$ cat config.mk
export PLATFORM = sky130hd
export DESIGN_NAME = arcade_input_ctrl
export DESIGN_NICKNAME = d
export VERILOG_FILES = /design/src/rtl/arcade_input_ctrl.sv
export SDC_FILE = /design/constraint.sdc
export NUM_CORES = 1
export LEC_CHECK = 0
export CAP_MARGIN = 20
export CORE_MARGIN = 2
export CORE_UTILIZATION = 29
export CTS_CLUSTER_DIAMETER = 30
export DETAILED_ROUTE_END_ITERATION = 7
export SETUP_SLACK_MARGIN = 0.1
export SYNTH_ARGS = -nofsm -noshare
export SYNTH_HDL_FRONTEND = slang
export SYNTH_SLANG_ARGS = --single-unit
$ cat constraint.sdc
create_clock -name clk_sys -period 2.5 [get_ports clk_sys]
set_input_delay 0.625 -clock clk_sys [delete_from_list [all_inputs] [get_ports clk_sys]]
set_output_delay 0.625 -clock clk_sys [all_outputs]
set_load 0.005 [all_outputs]
$ cat src/rtl/arcade_input_ctrl.sv
// ---------------------------------------------------------------------------
// arcade_input_ctrl
//
// Purpose:
//   Turns raw HPS input (PS/2 key events plus two 16-bit joystick words) into
//   the registered 7-bit player control vectors {coin,start,fire,up,down,
//   left,right} used by the galaxian core. It also contains a timed coin
//   pulse generator. The core therefore sees a clean coin pulse of fixed
//   width followed by a guaranteed low gap, rather than raw start levels.
//
// Ports:
//   clk_sys     in   1   system clock, all logic synchronous to it
//   reset       in   1   asynchronous, active-high reset
//   ps2_key     in  11   [10] event toggle, [9] pressed, [8:0] scan code
//   joystick_0  in  16   [0] R [1] L [2] D [3] U [4] fire [5] start1
//                        [6] start2 [7] coin
//   joystick_1  in  16   same layout as joystick_0
//   rotate      in   1   1 = horizontal cabinet, directions are remapped
//   p1_csjudlr  out  7   {coin,start1,fire,up,down,left,right}
//   p2_csjudlr  out  7   {1'b0,start2,fire,up,down,left,right}
// ---------------------------------------------------------------------------
module arcade_input_ctrl #(
   parameter int COIN_PULSE_CYC = 2400000,
   parameter int COIN_GAP_CYC   = 1200000,
   parameter int CNT_W          = 22
) (
   input  logic        clk_sys,
   input  logic        reset,
   input  logic [10:0] ps2_key,
   input  logic [15:0] joystick_0,
   input  logic [15:0] joystick_1,
   input  logic        rotate,
   output logic [6:0]  p1_csjudlr,
   output logic [6:0]  p2_csjudlr
);

   typedef enum logic [1:0] {
      IDLE  = 2'd0,
      PULSE = 2'd1,
      GAP   = 2'd2
   } coin_state_t;

   localparam logic [CNT_W-1:0] PULSE_LOAD = CNT_W'(COIN_PULSE_CYC - 1);
   localparam logic [CNT_W-1:0] GAP_LOAD   = CNT_W'(COIN_GAP_CYC - 1);

   logic             old_tog;
   logic             armed;
   logic             key_event;
   logic             pressed;
   logic [8:0]       code;

   logic             key_up;
   logic             key_down;
   logic             key_left;
   logic             key_right;
   logic             fire_space;
   logic             fire_ctrl;
   logic             key_start1;
   logic             key_start2;
   logic             coinkey;

   logic [15:0]      joy;
   logic             dir_up;
   logic             dir_down;
   logic             dir_left;
   logic             dir_right;
   logic             out_up;
   logic             out_down;
   logic             out_left;
   logic             out_right;
   logic             fire;
   logic             start1;
   logic             start2;
   logic             creq;
   logic             creq_q;
   logic             coin_req;

   coin_state_t      state;
   coin_state_t      state_next;
   logic [CNT_W-1:0] timer;
   logic [CNT_W-1:0] timer_next;
   logic             pending;
   logic             pending_next;

   logic             unused_joy_bits;

   assign pressed   = ps2_key[9];
   assign code      = ps2_key[8:0];
   assign key_event = armed && (ps2_key[10] != old_tog);

   // The joystick words carry more buttons than the core uses; only the low
   // byte matters here, and the upper byte is folded away deliberately.
   assign unused_joy_bits = ^joy[15:8];

   // Toggle tracking and start-up arming. The very first cycle after reset
   // only captures the current toggle level. A toggle bit left high by the
   // HPS across reset therefore does not look like a fresh key event. The
   // previous coin request level is tracked here as well, for the same reason.
   always_ff @(posedge clk_sys or posedge reset) begin
      if (reset) begin
         old_tog <= 1'b0;
         armed   <= 1'b0;
         creq_q  <= 1'b0;
      end else begin
         old_tog <= ps2_key[10];
         armed   <= 1'b1;
         creq_q  <= creq;
      end
   end

   // Key decode. Each event writes its "pressed" flag into the matching key
   // register. Arrow keys arrive with the extended prefix on some keyboards
   // and without it on others, so bit 8 is ignored for them. Every other key
   // must be a plain, non-extended code. Unknown codes leave all keys alone.
   always_ff @(posedge clk_sys or posedge reset) begin
      if (reset) begin
         key_up     <= 1'b0;
         key_down   <= 1'b0;
         key_left   <= 1'b0;
         key_right  <= 1'b0;
         fire_space <= 1'b0;
         fire_ctrl  <= 1'b0;
         key_start1 <= 1'b0;
         key_start2 <= 1'b0;
         coinkey    <= 1'b0;
      end else if (key_event) begin
         case (code[7:0])
            8'h75: key_up    <= pressed;
            8'h72: key_down  <= pressed;
            8'h6B: key_left  <= pressed;
            8'h74: key_right <= pressed;
            8'h29: if (!code[8]) fire_space <= pressed;
            8'h14: if (!code[8]) fire_ctrl  <= pressed;
            8'h05: if (!code[8]) key_start1 <= pressed;
            8'h06: if (!code[8]) key_start2 <= pressed;
            8'h2E: if (!code[8]) coinkey    <= pressed;
            default: ;
         endcase
      end
   end

   // Merge keyboard and both joysticks into one set of controls. With a
   // horizontal cabinet the screen is turned a quarter turn, so each stick
   // direction is redirected to the direction the player actually sees.
   // The two fire keys stay independent so that releasing one does not cancel
   // the other. Coin requests come from any start, the coin key, or the
   // joystick coin bit. Only a rising edge seen after arming counts.
   always_comb begin
      joy       = joystick_0 | joystick_1;
      dir_up    = key_up    | joy[3];
      dir_down  = key_down  | joy[2];
      dir_left  = key_left  | joy[1];
      dir_right = key_right | joy[0];
      out_up    = rotate ? dir_left  : dir_up;
      out_down  = rotate ? dir_right : dir_down;
      out_left  = rotate ? dir_down  : dir_left;
      out_right = rotate ? dir_up    : dir_right;
      fire      = fire_space | fire_ctrl | joy[4];
      start1    = key_start1 | joy[5];
      start2    = key_start2 | joy[6];
      creq      = start1 | start2 | coinkey | joy[7];
      coin_req  = armed & creq & ~creq_q;
   end

   // Coin FSM state register. The timer counts down the remaining cycles of
   // the current pulse or gap. The pending flag remembers one request that
   // arrived while busy.
   always_ff @(posedge clk_sys or posedge reset) begin
      if (reset) begin
         state   <= IDLE;
         timer   <= '0;
         pending <= 1'b0;
      end else begin
         state   <= state_next;
         timer   <= timer_next;
         pending <= pending_next;
      end
   end

   // Coin FSM next-state logic. A request while busy is queued at most once,
   // and any further requests are dropped. When the gap runs out, a queued
   // request starts a new pulse straight away. A request that lands exactly
   // on the expiring gap cycle does the same.
   always_comb begin
      state_next   = state;
      timer_next   = timer;
      pending_next = pending;
      case (state)
         IDLE: begin
            if (coin_req) begin
               state_next = PULSE;
               timer_next = PULSE_LOAD;
            end
         end
         PULSE: begin
            if (coin_req) begin
               pending_next = 1'b1;
            end
            if (timer == '0) begin
               state_next = GAP;
               timer_next = GAP_LOAD;
            end else begin
               timer_next = timer - CNT_W'(1);
            end
         end
         GAP: begin
            if (timer == '0) begin
               if (pending || coin_req) begin
                  pending_next = 1'b0;
                  state_next   = PULSE;
                  timer_next   = PULSE_LOAD;
               end else begin
                  state_next = IDLE;
               end
            end else begin
               timer_next = timer - CNT_W'(1);
               if (coin_req) begin
                  pending_next = 1'b1;
               end
            end
         end
         default: begin
            state_next   = IDLE;
            timer_next   = '0;
            pending_next = 1'b0;
         end
      endcase
   end

   // Output registers. Player 2 has no coin line of its own, because the
   // core takes coins only through the player 1 vector.
   always_ff @(posedge clk_sys or posedge reset) begin
      if (reset) begin
         p1_csjudlr <= 7'h00;
         p2_csjudlr <= 7'h00;
      end else begin
         p1_csjudlr <= {state == PULSE, start1, fire, out_up, out_down, out_left, out_right};
         p2_csjudlr <= {1'b0, start2, fire, out_up, out_down, out_left, out_right};
      end
   end

endmodule

==> impl_metrics.tcl <==
set metrics [dict create \
    drive_above_1_share_pct 21.1 \
    via_count_of_the_first_global_routing_pass 2316 \
    ys_dominant_reg_cell "sky130_fd_sc_hd__dfrtp_1" \
    portBuffers 42 \
    timing.max_cap.violations 0 \
    setup.worst_path.start_class "flop" \
    report.final.setup_viol 0 \
    first_pass_drt_iterations 4 \
    dieHeight_um 99.5 \
    hold_slack_ns 0.482 \
    filler_cell_count 880 \
    synth_area_mm2 0.00264 \
    p_per_area_mw_per_mm2 965 \
    antenna_violating_nets_post_route 0 \
    finalClockSkew_ns 0.00397 \
    ctsRootBufferMaster "sky130_fd_sc_hd__clkbuf_8" \
    clock_tree.buffer_depth 2 \
    initialDrtViolationCount 146 \
    period_minus_slack_ns 2.30 \
    max_flop_register "timer" \
    worst_slack_ns 0.198 \
    yosys-top-cells-area "sky130_fd_sc_hd__dfrtp_1 (43%), sky130_fd_sc_hd__mux2_2 (3.8%), sky130_fd_sc_hd__nor2_1 (3.6%), sky130_fd_sc_hd__nor3_1 (3.4%), sky130_fd_sc_hd__nand2_1 (3.3%)" \
    vias_per_cell 5.16 \
    timing.final.crit_share_pct 92.1 \
    place.detailed.hpwl_um 4800 \
    hold_viol_final 0 \
    grt_setup_unrepaired "yes" \
    die_area_mm2 0.00989 \
    grt.overflow.total 0 \
    setup.worst_path.class "reg2reg" \
    power.static_leakage_nw 1.51 \
    numCtsBuffers 5 \
    worst_slew_margin_rel_pct 64.7 \
    die-width_um 99.5 \
    cts_hold_buf 0 \
    setup_total_negative_slack_ns 0 \
    preCtsSetupSlack_ns -0.322 \
    worstSetupEndpointType "flop" \
    postSynthRegisterBits 45 \
    cts_tree "built" \
    synth_area_leader_cell "sky130_fd_sc_hd__dfrtp_1" \
    placedInstanceArea_mm2 0.00328 \
    yosys_warnings 0 \
    vdd_ir_drop_max_v 0.000621 \
    clock_insertion_delay_worst_skew_ns 0.30 \
    gpl.final_weighted_congestion 0.860 \
    h-tree-depth 2 \
    ys_types 55 \
    largest_register_ffs 22 \
    grt_pass1_wl_um 11400 \
    wl_um 6730 \
    syn_to_final_growth_pct 32.7 \
    initial_core_util_pct 30.2 \
    core-area_mm2 0.00876 \
    timing.critical_path.arrival_ns 2.49 \
    final_max_slew_viol_count 0 \
    rows 34 \
    grt_antenna_before_repair 0 \
    slew_worst_pin_ns 0.529 \
    cts.clk_slew.worst_paths_ns 0.09 \
    number_of_enable_flip_flop_cells_after_synthesis 0 \
    num_antenna_cells 0 \
    worstHoldPathType "reg2reg" \
    clock_sink_count 45 \
    synth_cells 283 \
    syn_area_per_cell_um2 9.34 \
    pin_count_of_the_biggest_net_entering_global_routing 25 \
    sequential_element_share_of_the_synthesized_area_pct 42.6 \
    grtUsageTotal_pct 14.1 \
    wl_per_cell_um 14.7 \
    yosysMostFrequentCell "sky130_fd_sc_hd__dfrtp_1" \
    floorplan.io_pins 60 \
    stdcell_area_mm2 0.00351 \
    biggestRegsByFlops "timer: 22 flops, p1_csjudlr: 7 flops, state: 2 flops" \
    async_reset_ff_share_pct 100 \
    worst-endpoint-required_ns 2.69 \
    synth_top_cell_area_share_pct 42.6 \
    number_of_nets_in_the_layout 400 \
    crit_fanout 6 \
    fin_cells 458 \
    syn_nets 334 \
    achievable-frequency_mhz 434 \
    outcome "finished, final reports clean" \
    drcViolationCount 0 \
    vias 2365 \
    post_synth_most_frequent_cells "sky130_fd_sc_hd__dfrtp_1 (45), sky130_fd_sc_hd__nor2_1 (25), sky130_fd_sc_hd__nand2_1 (23), sky130_fd_sc_hd__nor3_1 (18), sky130_fd_sc_hd__a21oi_1 (14)" \
    dp_cells 440 \
]
placed cells by master (no fill, tap or decap), types with 3 or more instances in the layout:
master                            instances
sky130_fd_sc_hd__o31ai_1                  5
sky130_fd_sc_hd__clkdlybuf4s50_1         36
sky130_fd_sc_hd__nand2b_1                 3
sky130_fd_sc_hd__mux2i_1                  4
sky130_fd_sc_hd__or2_2                    4
sky130_fd_sc_hd__a21oi_1                 14
sky130_fd_sc_hd__a31oi_1                  9
sky130_fd_sc_hd__o21ai_0                  9
sky130_fd_sc_hd__a21o_1                   4
sky130_fd_sc_hd__nand3_1                  5
sky130_fd_sc_hd__nor2_1                  25
sky130_fd_sc_hd__mux2_2                   9
sky130_fd_sc_hd__o21ai_2                  4
sky130_fd_sc_hd__nor3_1                  17
sky130_fd_sc_hd__clkbuf_8                 5
sky130_fd_sc_hd__ha_1                     5
sky130_fd_sc_hd__o21ai_1                 14
sky130_fd_sc_hd__nor4_4                   3
sky130_fd_sc_hd__nor4_1                   4
sky130_fd_sc_hd__buf_4                   27
sky130_fd_sc_hd__dfrtp_1                 45
sky130_fd_sc_hd__nand2_1                 23
sky130_fd_sc_hd__inv_1                    9
sky130_fd_sc_hd__o41ai_1                  3
sky130_fd_sc_hd__dlymetal6s2s_1           6
sky130_fd_sc_hd__or3_4                    3
sky130_fd_sc_hd__nand4_1                  4
sky130_fd_sc_hd__or3_1                    8
worst max-delay path, cell delays in order (launching register included):
cell                        delay, ns
sky130_fd_sc_hd__dfrtp_1         0.47
sky130_fd_sc_hd__nor4_4          0.41
sky130_fd_sc_hd__nand4_1         0.27
sky130_fd_sc_hd__buf_4           0.23
sky130_fd_sc_hd__or3_1           0.35
sky130_fd_sc_hd__o21ai_0         0.17
sky130_fd_sc_hd__a2bb2oi_1       0.20
sky130_fd_sc_hd__o41ai_1         0.09
kinds of logic after synthesis:
group,share of synthesized area (%)
compound gates,18.1
xor+xnor,0.994
fa+ha+maj,2.37
buf+inv,5.73
flops,42.6
mux,5.35
other cells,0.284
simple gates,24.6
report_power, final:
group	leakage [nW]	internal [W]	total, W	switching (W)
Combinational	0.914	0.000851	0.00184	0.000991
Sequential	0.557	0.000898	0.00109	0.000189
Clock	0.0374	0.000197	0.000454	0.000257
Total	1.51	0.00195	0.00338	0.00144
stage by stage:
step           total power (W)  utilization (%)
5_1_grt                0.00367             40.0
3_3_place_gp           0.00275             37.5
6_report               0.00338             40.0
3_5_place_dp           0.00278             37.5
4_1_cts                0.00335             39.2
2_1_floorplan          0.00224                -
routing by layer:
| layer | up-vias | wire [µm] | global-route usage, % |
|---|---|---|---|
| li1 | 1156 | - | - |
| met1 | 1141 | 3200 | 18.9 |
| met2 | 58 | 3090 | 24.0 |
| met3 | 10 | 376 | 2.60 |
| met4 | 0 | 62 | 2.85 |
| met5 | - | 0 | 0 |
layout make-up:
type                    instances  area, µm²  area share, %
clock inverters                 2       15.0          0.428
well taps                     108        135           3.85
clock buffers                   6       72.6           2.07
flip-flops and latches         45       1130           32.1
repair buffers                 75        711           20.3
inverters                      10       37.5           1.07
multi-input cells             212       1410           40.2
worst paths after layout:
path                            start            end  slack, ns  cells past startpoint
setup / recovery             timer[3]      timer[14]       0.20                      7
hold / removal             fire_space  p1_csjudlr[4]       0.48                      1
setup reg to reg             timer[3]      timer[14]       0.20                      7
hold reg to reg            fire_space  p1_csjudlr[4]       0.48                      1
max in group asynchronous       reset       timer[4]       1.31                      3
min in group asynchronous       reset  p1_csjudlr[3]       0.68                      2
repair_timing:
item / CTS / global route
resized for setup: 7 / 10
endpoints found under the hold margin: 0 / 0
gates cloned: 2 / 0
endpoints found under the setup margin: 12 / 21
buffers inserted: 3 / 5
pin swaps: 3 / 9
Power figures use the tool's default switching activity.
